==> src/rtl/rr_arbiter4_pkg.sv <==
// Shared constants, state encoding and the round-robin scan for rr_arbiter4.
//   N_REQ    : number of requesters sharing the resource
//   state_t  : arbiter state (ST_IDLE = no grant, ST_BUSY = grant active)
//   rr_pick  : first set request bit scanning from ptr upwards, modulo N_REQ
package rr_arbiter4_pkg;

  localparam int N_REQ = 4;

  typedef enum logic {
    ST_IDLE = 1'b0,
    ST_BUSY = 1'b1
  } state_t;

  // Rotating-priority pick: ptr has highest priority, then ptr+1, ... with
  // wrap-around. When req is zero the result is don't-care (ptr is returned).
  function automatic logic [1:0] rr_pick(input logic [N_REQ-1:0] req,
                                         input logic [1:0]       ptr);
    logic [1:0] pick;
    logic [1:0] idx;
    logic       found;
    pick  = ptr;
    found = 1'b0;
    for (int i = 0; i < N_REQ; i++) begin
      idx = ptr + 2'(i);
      if (!found && req[idx]) begin
        pick  = idx;
        found = 1'b1;
      end
    end
    return pick;
  endfunction

endpackage

==> src/rtl/decoder2to4.sv <==
// 2-to-4 one-hot decoder.
//   A : binary index in
//   Y : one-hot out, Y[i] = (A == i)
module decoder2to4 (
  input  logic [1:0] A,
  output logic [3:0] Y
);

  generate
    for (genvar gi = 0; gi < 4; gi++) begin : g_dec
      assign Y[gi] = (A == 2'(gi));
    end
  endgenerate

endmodule

==> src/rtl/rr_arbiter4.sv <==
// Round-robin arbiter for 4 requesters with a bounded hold time.
//   clk       : clock, rising edge
//   rst_n     : synchronous active-low reset
//   en        : allows new grants (does not affect a grant in progress)
//   req       : level requests, one per requester
//   gnt       : one-hot grant, zero whenever no grant is active
//   gnt_idx   : index of the current / most recent grantee
//   gnt_valid : a grant is active
//   timeout   : one-cycle pulse in the first idle cycle after a forced release
module rr_arbiter4
  import rr_arbiter4_pkg::*;
#(
  parameter int MAX_HOLD = 8,
  parameter int CNT_W    = 4
) (
  input  logic             clk,
  input  logic             rst_n,
  input  logic             en,
  input  logic [N_REQ-1:0] req,
  output logic [N_REQ-1:0] gnt,
  output logic [1:0]       gnt_idx,
  output logic             gnt_valid,
  output logic             timeout
);

  state_t           state_reg;
  state_t           state_next;
  logic [1:0]       ptr_reg;
  logic [1:0]       gnt_idx_reg;
  logic [CNT_W-1:0] hold_cnt_reg;
  logic             timeout_reg;

  logic             own_req;
  logic             hold_expired;
  logic             start_grant;
  logic             release_now;
  logic [1:0]       pick;
  logic [N_REQ-1:0] dec_y;

  assign own_req      = req[gnt_idx_reg];
  assign hold_expired = (hold_cnt_reg == CNT_W'(MAX_HOLD - 1));
  assign start_grant  = (state_reg == ST_IDLE) && en && (|req);
  assign release_now  = (state_reg == ST_BUSY) && (!own_req || hold_expired);
  assign pick         = rr_pick(req, ptr_reg);

  // State register
  always_ff @(posedge clk) begin
    if (!rst_n) begin
      state_reg <= ST_IDLE;
    end else begin
      state_reg <= state_next;
    end
  end

  // Next-state logic
  always_comb begin
    state_next = state_reg;
    case (state_reg)
      ST_IDLE: if (start_grant) state_next = ST_BUSY;
      ST_BUSY: if (release_now) state_next = ST_IDLE;
      default: state_next = ST_IDLE;
    endcase
  end

  // Grant bookkeeping: pointer, grantee index, hold counter, timeout pulse
  always_ff @(posedge clk) begin
    if (!rst_n) begin
      ptr_reg      <= 2'd0;
      gnt_idx_reg  <= 2'd0;
      hold_cnt_reg <= '0;
      timeout_reg  <= 1'b0;
    end else begin
      // A release with the owner still requesting can only be an expiry;
      // an owner that dropped its request takes precedence as voluntary.
      timeout_reg <= release_now && own_req;
      if (start_grant) begin
        gnt_idx_reg  <= pick;
        hold_cnt_reg <= '0;
      end else if (state_reg == ST_BUSY) begin
        hold_cnt_reg <= hold_cnt_reg + 1'b1;
      end
      if (release_now) begin
        ptr_reg <= gnt_idx_reg + 2'd1;
      end
    end
  end

  decoder2to4 u_dec (
    .A (gnt_idx_reg),
    .Y (dec_y)
  );

  // Outputs
  always_comb begin
    gnt_valid = (state_reg == ST_BUSY);
    gnt       = dec_y & {N_REQ{gnt_valid}};
    gnt_idx   = gnt_idx_reg;
    timeout   = timeout_reg;
  end

endmodule

==> config.mk <==
export PLATFORM = sky130hd
export DESIGN_NAME = rr_arbiter4
export DESIGN_NICKNAME = d
export VERILOG_FILES = /design/src/rtl/rr_arbiter4_pkg.sv /design/src/rtl/decoder2to4.sv /design/src/rtl/rr_arbiter4.sv
export SDC_FILE = /design/constraint.sdc
export NUM_CORES = 1
export LEC_CHECK = 0
export BUFFER_PORTS_ARGS = -buffer_cell sky130_fd_sc_hd__buf_2
export CORE_MARGIN = 2
export CORE_UTILIZATION = 45
export CTS_CLUSTER_SIZE = 30
export DETAILED_ROUTE_END_ITERATION = 10
export PLACE_DENSITY_LB_ADDON = 0.08
export SLEW_MARGIN = 30
export SYNTH_ARGS = -nofsm -noshare
export SYNTH_HDL_FRONTEND = slang
export SYNTH_SLANG_ARGS = --single-unit
==> constraint.sdc <==
create_clock -name clk -period 2.6 [get_ports clk]
set_clock_uncertainty 0.1 [all_clocks]
set_input_delay 0.52 -clock clk [delete_from_list [all_inputs] [get_ports clk]]
set_output_delay 0.52 -clock clk [all_outputs]
set_load 0.01 [all_outputs]
==> qor.yml <==
fmax_ghz: 0.502
status: "complete, no violations"
routed_wl_mm: 1.32
ios: 15
clock-sinks: 10
cts_tree: "yes"
leakage_nw: 0.349
r2r-start: "gnt_idx[1]$_SDFFE_PN0P_"
num_antenna_cells: 0
synth.area.top_cells: "dfxtp_1 31%, ha_1 9.7%, nand2_1 5.2%"
ys_warn_count: 0
syn_inst: 78
yosysMostFrequentCell: "dfxtp_1"
worstMarginPinSlew_ns: 0.360
finish.cell_count_without_fillers: 109
grt_max_degree: 13
hold_violations: 0
clk_latency_ns: 0.27
cts_buffers: 3
cp.required_ns: 1.98
path_max_fanout: 9
ys.flop_type: "dfxtp_1"
max_stage_delay_ns: 0.50
setup_viol: 0
clockBufferDepth: 2
synth-edff-count: 0
fin_crit_sh: 0.766
start_util: 0.490
setup.worst_path.start_class: "flop"
drtAntennaViolNets: 0
die_height_um: 41.9
synthMuxAreaShare: 0.0659
async_reset_ff_frac: 0
cts.clk_slew.worst_paths_ns: 0.07
critPathCaptureType: "output pin"
fin_setup_tns_ns: 0
nets: 107
grt_setup_unrepaired: "false"
ys_seq_elements: 10
vdd_ir_drop_max_v: 0.000319
reg2reg_to: "ptr_reg[0]$_SDFFE_PN0N_"
netlist_top_cells_count: "10 x dfxtp_1, 9 x nand2_1, 6 x inv_1"
synth-xor-area-share: 0.0136
crit_chain: "inv_1 > ha_1 > and2_1 > buf_2"
wl_per_cell_um: 12.1
overflow: 0
cts.repair.resized: 0
layout-drive-gt1-share: 0.245
grt_usage: 0.173
fin_crit_ns: 1.99
coreArea_mm2: 0.00132
area_delta_synth_final_pct: 18.2
worst_path_max_delay_cell: "dfxtp_1"
drtPass1Iterations: 2
cts-root-buf: "clkbuf_4"
yosysSeqAreaShare: 0.310
fillers: 126
r2r_cells: 4
hpwlAfterDp_mm: 1.01
synth_area_um2: 646
first_global_vias: 539
yosys.area_share.simple: 0.273
min_from: "hold_cnt_reg[1]$_SDFFE_PP0P_"
die_area_mm2: 0.00175
slew_headroom: 0.757
fp.dieW_um: 41.9
crit_type: "reg -> out"
whs_path_depth: 2
cts_max_level: 1
rows: 13
post_cts_buffers: 0
cap_violations: 0
dpl-instance-area_um2: 727
drt_iter0_markers: 8
grt_pass1_wl_mm: 2.30
synth_top_family_by_area: "simple AND/OR/NAND/NOR gates"
synth_compound_area_frac: 0.194
syn_nets: 90
min_path_type: "reg -> reg"
post-route-cell-area_um2: 763
grt_antenna_before_repair: 0
synth_top_area_frac: 0.310
vias: 588
synthAdderAreaFrac: 0.0969
reg2reg_slack_ns: 0.96
io_buffers: 14
gp_congestion: 0.778
powerDensity_mw_per_mm2: 487
yosysTopAreaCell: "dfxtp_1"
drc: 0
synth.distinct_cells: 32
worstPathArrival_ns: 1.37
largest_reg_flops: 4
viasPerCell: 5.39
hold-path-endpoint: "hold_cnt_reg[1]$_SDFFE_PP0P_"
fin_util: 0.579
hold_buffers: 0
slew_violations: 0
place_inst: 105
avgSynthCellArea_um2: 8.28
## layer usage
layer,GRT usage,wire [um],vias to the layer above
met4,0.0774,17,0
met3,0.0870,62,2
met1,0.191,615,272
met2,0.275,620,8
li1,-,-,306
met5,0,0,-
## area by class of cell
cell class,instances,area (um^2),share of cell area
repair buffers,14,70.1,0.0918
well taps,15,18.8,0.0246
multi-input cells,60,415,0.544
inverters,6,22.5,0.0295
clock buffers,4,36.3,0.0475
flip-flops and latches,10,200,0.262
## worst max-delay path, delay by kind of cell (launching register included)
| kind | cells | cell delay, ns |
|---|---|---|
| buffers and inverters | 2 | 0.25 |
| and+or+nand+nor | 1 | 0.14 |
| adders and majority gates | 1 | 0.20 |
| DFF | 1 | 0.50 |
## metrics by stage
stage | total power, mW | worst slack, ns | hold WS [ns]
final | 0.372 | 0.608 | 0.424
after global routing | 0.398 | 0.493 | 0.458
after CTS | 0.379 | 0.591 | 0.427
after detailed placement | 0.236 | 0.825 | 0.417
after global placement | 0.235 | 0.862 | 0.416
after floorplan | 0.213 | 1.01 | 0.379
## placed cells by master (no fill, tap or decap), types with 2 or more instances in the layout
master,count
and2_1,4
and3_1,3
ha_1,5
nor2b_1,3
mux2_2,2
buf_2,14
o21ai_0,3
a21oi_1,5
inv_1,6
mux2i_1,2
nor2_1,4
clkbuf_4,3
dfxtp_1,10
nand2_1,9
nand3_1,2
## how the worst max path moves through the flow
stage,start,end,slack (ns)
after CTS,gnt_idx[0]$_SDFFE_PN0P_,gnt[2],0.59
after global placement,req[2],ptr_reg[0]$_SDFFE_PN0N_,0.86
after global routing,gnt_idx[0]$_SDFFE_PN0P_,gnt[0],0.49
after detailed placement,req[0],hold_cnt_reg[2]$_SDFFE_PP0P_,0.83
after floorplan,gnt_idx[0]$_SDFFE_PN0P_,gnt[0],1.01
final,gnt_idx[0]$_SDFFE_PN0P_,gnt[2],0.61
## cell families after synthesis
group | count (synthesis)
AO/OA/AOI/OAI | 17
XOR/XNOR | 1
flip-flops | 10
AND/OR/NAND/NOR | 33
adder cells (fa/ha/maj) | 5
multiplexers | 4
buffers and inverters | 8
## report_power, final
part	internal (mW)	switching [mW]	leakage (nW)
clock network	0.0850	0.0551	0.0210
logic	0.0277	0.0321	0.247
registers	0.160	0.0121	0.0813
total	0.273	0.0993	0.349
Note: power is estimated with default switching activity, not from simulation.
